## src/rtl/trexon_pkg.sv

```systemverilog
// Shared types and helpers for the EEPROM frame loader.
// Holds the loader state encoding, the read opcode and address byte selection.
package trexon_pkg;

    typedef enum logic [2:0] {
        IDLE = 3'd0,
        CMD  = 3'd1,
        ADDR = 3'd2,
        DATA = 3'd3,
        DONE = 3'd4
    } state_e;

    localparam logic [7:0] EEPROM_READ_OPCODE = 8'h03;

    // Byte idx of an nbytes-wide address, MSB first.
    function automatic logic [7:0] addr_byte(input logic [23:0] addr,
                                             input int unsigned nbytes,
                                             input logic [7:0]  idx);
        logic [23:0] shifted;
        int unsigned sh;
        sh      = (nbytes - 32'(idx) - 32'd1) * 32'd8;
        shifted = addr >> sh;
        return shifted[7:0];
    endfunction

endpackage

```

## src/rtl/rise_detect.sv

```systemverilog
// Rising-edge detector for a level input.
// The delayed copy keeps tracking while its consumer ignores the pulse.
module rise_detect (
    input  logic clk,
    input  logic nreset,
    input  logic d,
    output logic rise
);

    logic dly_r;

    // One-cycle delayed copy of d.
    always_ff @(posedge clk) begin
        if (!nreset) begin
            dly_r <= 1'b0;
        end else begin
            dly_r <= d;
        end
    end

    assign rise = d & ~dly_r;

endmodule

```

## src/rtl/eeprom_frame_loader.sv

```systemverilog
// Drives the EEPROM-side SPI engine through READ opcode, address and FRAME_LEN data bytes,
// handing each received data byte to the shift register with a one-cycle shift pulse.
module eeprom_frame_loader
    import trexon_pkg::*;
#(
    parameter int unsigned FRAME_LEN   = 100,
    parameter int unsigned ADDR_BYTES  = 1,
    parameter logic [23:0] START_ADDR  = 24'h0,
    parameter logic [7:0]  READ_OPCODE = EEPROM_READ_OPCODE
) (
    input  logic       clk,
    input  logic       nreset,
    input  logic       start,
    input  logic       abort,
    output logic       busy,
    output logic       done,
    output logic       aborted,
    output logic       spi_send_request,
    output logic [7:0] spi_din,
    output logic       spi_cs_at_end,
    input  logic       spi_processing,
    input  logic       spi_data_valid,
    input  logic [7:0] spi_dout,
    output logic       eeprom_cs,
    output logic [7:0] sr_data,
    output logic       sr_shift
);

    localparam logic [7:0] FRAME_LAST = 8'(FRAME_LEN - 32'd1);
    localparam logic [7:0] ADDR_LAST  = 8'((ADDR_BYTES == 32'd0) ? 32'd0 : ADDR_BYTES - 32'd1);
    localparam state_e     AFTER_CMD  = (ADDR_BYTES == 32'd0) ? DATA : ADDR;

    state_e     state_r, state_s;
    logic [7:0] byte_idx_r, byte_idx_s;
    logic       pending_r, pending_s;
    logic       busy_r, done_r, done_s, aborted_r, aborted_s;
    logic       req_r, req_s, cs_r, cs_s, shift_r, shift_s;
    logic [7:0] din_r, din_s, sr_data_r, sr_data_s;
    logic       rise_s;

    rise_detect u_valid_rise (
        .clk    (clk),
        .nreset (nreset),
        .d      (spi_data_valid),
        .rise   (rise_s)
    );

    // Next-state, counters and next output values; abort outranks completion and issue.
    always_comb begin
        state_s    = state_r;
        byte_idx_s = byte_idx_r;
        pending_s  = pending_r;
        req_s      = 1'b0;
        din_s      = din_r;
        cs_s       = cs_r;
        sr_data_s  = sr_data_r;
        shift_s    = 1'b0;
        done_s     = 1'b0;
        aborted_s  = 1'b0;
        if (state_r == IDLE) begin
            if (start && !abort) begin
                state_s    = CMD;
                cs_s       = 1'b0;
                byte_idx_s = 8'd0;
                pending_s  = 1'b0;
            end else begin
                cs_s = 1'b1;
            end
        end else if (abort) begin
            state_s    = IDLE;
            cs_s       = 1'b1;
            aborted_s  = 1'b1;
            pending_s  = 1'b0;
            byte_idx_s = 8'd0;
        end else if (state_r == DONE) begin
            state_s = IDLE;
            done_s  = 1'b1;
        end else if (rise_s) begin
            // A completed byte never triggers a new request in the same cycle.
            pending_s = 1'b0;
            case (state_r)
                CMD: begin
                    state_s    = AFTER_CMD;
                    byte_idx_s = 8'd0;
                end
                ADDR: begin
                    if (byte_idx_r == ADDR_LAST) begin
                        state_s    = DATA;
                        byte_idx_s = 8'd0;
                    end else begin
                        byte_idx_s = byte_idx_r + 8'd1;
                    end
                end
                DATA: begin
                    sr_data_s = spi_dout;
                    shift_s   = 1'b1;
                    if (byte_idx_r == FRAME_LAST) begin
                        state_s = DONE;
                        cs_s    = 1'b1;
                    end else begin
                        byte_idx_s = byte_idx_r + 8'd1;
                    end
                end
                default: begin
                    state_s = IDLE;
                end
            endcase
        end else if (!pending_r && !spi_processing) begin
            req_s     = 1'b1;
            pending_s = 1'b1;
            case (state_r)
                CMD:     din_s = READ_OPCODE;
                ADDR:    din_s = addr_byte(START_ADDR, ADDR_BYTES, byte_idx_r);
                default: din_s = 8'h00;
            endcase
        end else begin
            pending_s = pending_r;
        end
    end

    // FSM state register.
    always_ff @(posedge clk) begin
        if (!nreset) begin
            state_r <= IDLE;
        end else begin
            state_r <= state_s;
        end
    end

    // Counters, pending flag and registered outputs.
    always_ff @(posedge clk) begin
        if (!nreset) begin
            byte_idx_r <= 8'd0;
            pending_r  <= 1'b0;
            busy_r     <= 1'b0;
            done_r     <= 1'b0;
            aborted_r  <= 1'b0;
            req_r      <= 1'b0;
            din_r      <= 8'h00;
            cs_r       <= 1'b1;
            sr_data_r  <= 8'h00;
            shift_r    <= 1'b0;
        end else begin
            byte_idx_r <= byte_idx_s;
            pending_r  <= pending_s;
            busy_r     <= (state_s != IDLE);
            done_r     <= done_s;
            aborted_r  <= aborted_s;
            req_r      <= req_s;
            din_r      <= din_s;
            cs_r       <= cs_s;
            sr_data_r  <= sr_data_s;
            shift_r    <= shift_s;
        end
    end

    assign busy             = busy_r;
    assign done             = done_r;
    assign aborted          = aborted_r;
    assign spi_send_request = req_r;
    assign spi_din          = din_r;
    assign spi_cs_at_end    = 1'b0;
    assign eeprom_cs        = cs_r;
    assign sr_data          = sr_data_r;
    assign sr_shift         = shift_r;

endmodule

```

## config.mk

```make
export PLATFORM = sky130hd
export DESIGN_NAME = eeprom_frame_loader
export DESIGN_NICKNAME = d
export VERILOG_FILES = /design/src/rtl/trexon_pkg.sv /design/src/rtl/rise_detect.sv /design/src/rtl/eeprom_frame_loader.sv
export SDC_FILE = /design/constraint.sdc
export NUM_CORES = 1
export LEC_CHECK = 0
export ABC_AREA = 1
export CORE_ASPECT_RATIO = 2
export CORE_MARGIN = 2
export CORE_UTILIZATION = 52
export CTS_CLUSTER_SIZE = 14
export DETAILED_ROUTE_END_ITERATION = 6
export PLACE_DENSITY = 0.84
export SLEW_MARGIN = 20
export SYNTH_ARGS = -nofsm -noshare
export SYNTH_HDL_FRONTEND = slang
export SYNTH_SLANG_ARGS = --single-unit
```

## constraint.sdc

```tcl
create_clock -name clk -period 4.35 [get_ports clk]
set_clock_uncertainty 0.2 [all_clocks]
set_input_delay 0.87 -clock clk [delete_from_list [all_inputs] [get_ports clk]]
set_output_delay 0.87 -clock clk [all_outputs]
set_load 0.05 [all_outputs]
```

==> reports/qor.yml <==
status:
  outcome: "completed"
floorplan:
  coreArea_um2: 2740
  fp.dieArea_um2: 3320
  ios: 37
  fp-row-count: 27
  initial_core_util_pct: 54.2
  die_w_um: 41.8
  die_y_um: 79.5
synth:
  ys_types: 25
  ys_seq_elements: 28
  seq_area_frac_synth_pct: 37.8
  yosysWarnings: 0
  synth_area_um2: 1480
  synth_top_area_share_pct: 37.8
  syn_area_per_cell_um2: 6.83
  synthCells: 217
  yosys.area.top_type: "dfxtp_1"
  synth_area_leaders: "dfxtp_1 38%, nand2_1 16%, nand3_1 7.8%"
clock_network:
  cts_resized: 0
  clock_sinks: 28
  post-cts-setup-buffers: 0
  clk_pin_slew_ns: 0.09
  htreeDepth: 1
  clock_path_buffers: 2
  cts_tree: "built"
  clk_latency_ns: 0.27
  numCtsBuffers: 3
  postCtsHoldBufs: 0
  ctsRootBufferMaster: "clkbuf_8"
job:
  max_cap_violations: 0
placement:
  placedInstanceArea_um2: 1750
  dpl.hpwl_mm: 2.50
  place_congestion: 0.872
  port_buffers: 29
timing:
  max-slew-margin-rel_pct: 58.5
  min_period_ns: 2.56
  finalSetupTns_ns: 0
  tightest_slew_ns: 0.621
  hold_violations: 0
  slew_viol_final: 0
  fin_crit_sh_pct: 58.9
  setup_viol: 0
  grt_setup_unrepaired: "no"
  fmax_mhz: 390
routing:
  drtIter0Drc: 38
  firstDrtPassIters: 4
  drc_errors: 0
  wl_per_cell_um: 11.7
  vias: 1430
  wirelength_mm: 3.19
  ant_nets: 0
  vias_per_cell: 5.24
worst_setup_path:
  cp.arrival_ns: 2.54
  max_stage_delay_ns: 0.48
  cpMostUsedCell: "nand2_1"
  crit_path_max_fanout: 16
  r2r_cells: 9
  worstSetupPathType: "input pin to register"
  crit_required_ns: 4.33
  reg2reg_from: "byte_idx_r[0]"
  worstReg2RegEnd: "byte_idx_r[6]"
  reg2reg_slack_ns: 2.50
  cp_top_family: "simple AND/OR/NAND/NOR gates"
  critPathCaptureType: "register"
  slowest_stage: "clkdlybuf4s50_1"
  crit_path_start_kind: "input pin"
  cp_cell_sequence: "clkdlybuf4s50_1 > inv_2 > nand2_1 > nand3_1 > nand3_2 > nor2_4 > nand2_1 > nand2_1 > nor2_1"
  critPathBufInv: 2
pwr:
  peakVddDrop_mv: 0.174
  intPower_uw: 371
  combinationalPowerShare_pct: 16.6
  power.switching_uw: 141
  p_leak_nw: 0.755
  p_seq_share_pct: 52.3
  cellPowerDensity_nw_per_um2: 284
  power.share.clock_pct: 31.1
  power.share.switching_pct: 27.6
final_layout:
  syn2layout_area_growth_pct: 21.6
  utilization_pct: 65.9
  drive_gt1_share_pct: 11.1
  n_antenna_cell: 0
  fin_nets: 261
  fillers: 270
  fin_area_um2: 1800
global_route:
  grt_pass1_vias: 1360
  grt_pass1_wl_mm: 5.54
  overflow: 0
  grt_max_degree: 17
  grt_util_all_layers_pct: 21.4
  antenna_found_initial: 0
hold_path:
  min_from: "sr_data[6]"
  worstHoldPathType: "register to register"
  hold_path_end: "sr_data[6]"
  hold_path_depth: 2
synthesized netlist by cell type (all sizes together):
cell,number
nand2,68
nor2,32
dfxtp,28
nand3,25
inv,21
a21oi,15
buf,10
nor3,4
o21ai,3
a31oi,2
clkbuf,2
ha,2
nand4,2
a21boi,1
conb,1
o211a,1
routing by layer:
layer | track usage [%] | share of wire (%) | wire, um
met5 | 0 | 0 | 0
met4 | 13.2 | 4.4 | 140
met3 | 2.71 | 4.4 | 140
met2 | 41.7 | 58 | 1840
met1 | 19.9 | 34 | 1080
power by group through the flow:
stage | Combinational, mW | Sequential [mW] | Clock [mW]
final | 0.0848 | 0.268 | 0.159
after global routing | 0.0938 | 0.269 | 0.170
after CTS | 0.0850 | 0.268 | 0.164
after detailed placement | 0.0846 | 0.274 | 0
after global placement | 0.0832 | 0.273 | 0
after floorplan | 0.0614 | 0.278 | 0
stage by stage:
step	total power, mW	std cells	setup slack, ns	hold slack [ns]
2_1_floorplan	0.339	223	2.37	0.272
4_1_cts	0.516	273	1.78	0.266
3_3_place_gp	0.357	269	1.54	0.248
6_report	0.512	273	1.79	0.265
5_1_grt	0.532	273	1.58	0.284
3_5_place_dp	0.358	269	1.48	0.251
cell families (layout without fill, tap and decap cells):
family	count (synthesis)	count (layout)	synth area share, %
flip-flops	28	28	37.8
buffers and inverters	33	54	11.0
AO/OA/AOI/OAI	22	22	9.11
adder cells (fa/ha/maj)	2	2	1.69
other	1	7	0.253
AND/OR/NAND/NOR	131	131	40.2
worst reg2reg max path: stages, from the launching register on:
cell,delay (ns)
dfxtp_1,0.33
ha_1,0.27
nand3_1,0.13
nor2_1,0.08
nand2_1,0.08
nand2_2,0.06
nor2_4,0.36
nand2_1,0.12
nand2_1,0.08
nor2_1,0.05
final cells by class:
class | instances | area [um2] | share of cell area [%]
clock buffer | 4 | 55.1 | 3.05
timing repair buffer | 29 | 290 | 16.1
inverter | 21 | 78.8 | 4.37
multi-input combinational | 162 | 782 | 43.4
tap | 29 | 36.3 | 2.01
sequential | 28 | 561 | 31.1
flip-flops by register name, summed over array words and instances (netlist names):
register / cells
spi_send_request: 1
done: 1
pending_r: 1
state_r: 3
byte_idx_r: 8
busy: 1
u_valid_rise.dly_r: 1
eeprom_cs: 1
sr_data: 8
aborted: 1
spi_din: 1
sr_shift: 1
placed cells by master, fill, tap and decap left out:
cell type	count
clkbuf_8	4
a21boi_1	1
a21oi_2	4
conb_1	7
nor2_4	3
o21ai_0	1
nand3_1	23
o21ai_1	2
nor2_1	20
nor3_1	4
nand4_1	2
o211a_1	1
nor2_2	9
ha_1	2
inv_2	2
nand2_2	3
dfxtp_1	28
nand2_1	65
clkdlybuf4s50_1	29
a31oi_1	2
a21oi_1	11
nand3_2	2
inv_1	19
how the worst max path moves through the flow:
stage | end | start | slack, ns | cells past startpoint
6_report | byte_idx_r[6] | abort | 1.79 | 9
5_1_grt | byte_idx_r[5] | abort | 1.58 | 10
4_1_cts | byte_idx_r[6] | abort | 1.78 | 9
3_5_place_dp | byte_idx_r[6] | abort | 1.48 | 9
3_3_place_gp | byte_idx_r[5] | abort | 1.54 | 9
2_1_floorplan | spi_din[1] | spi_din[1] | 2.37 | 1
Note: power is estimated with default switching activity, not from simulation.
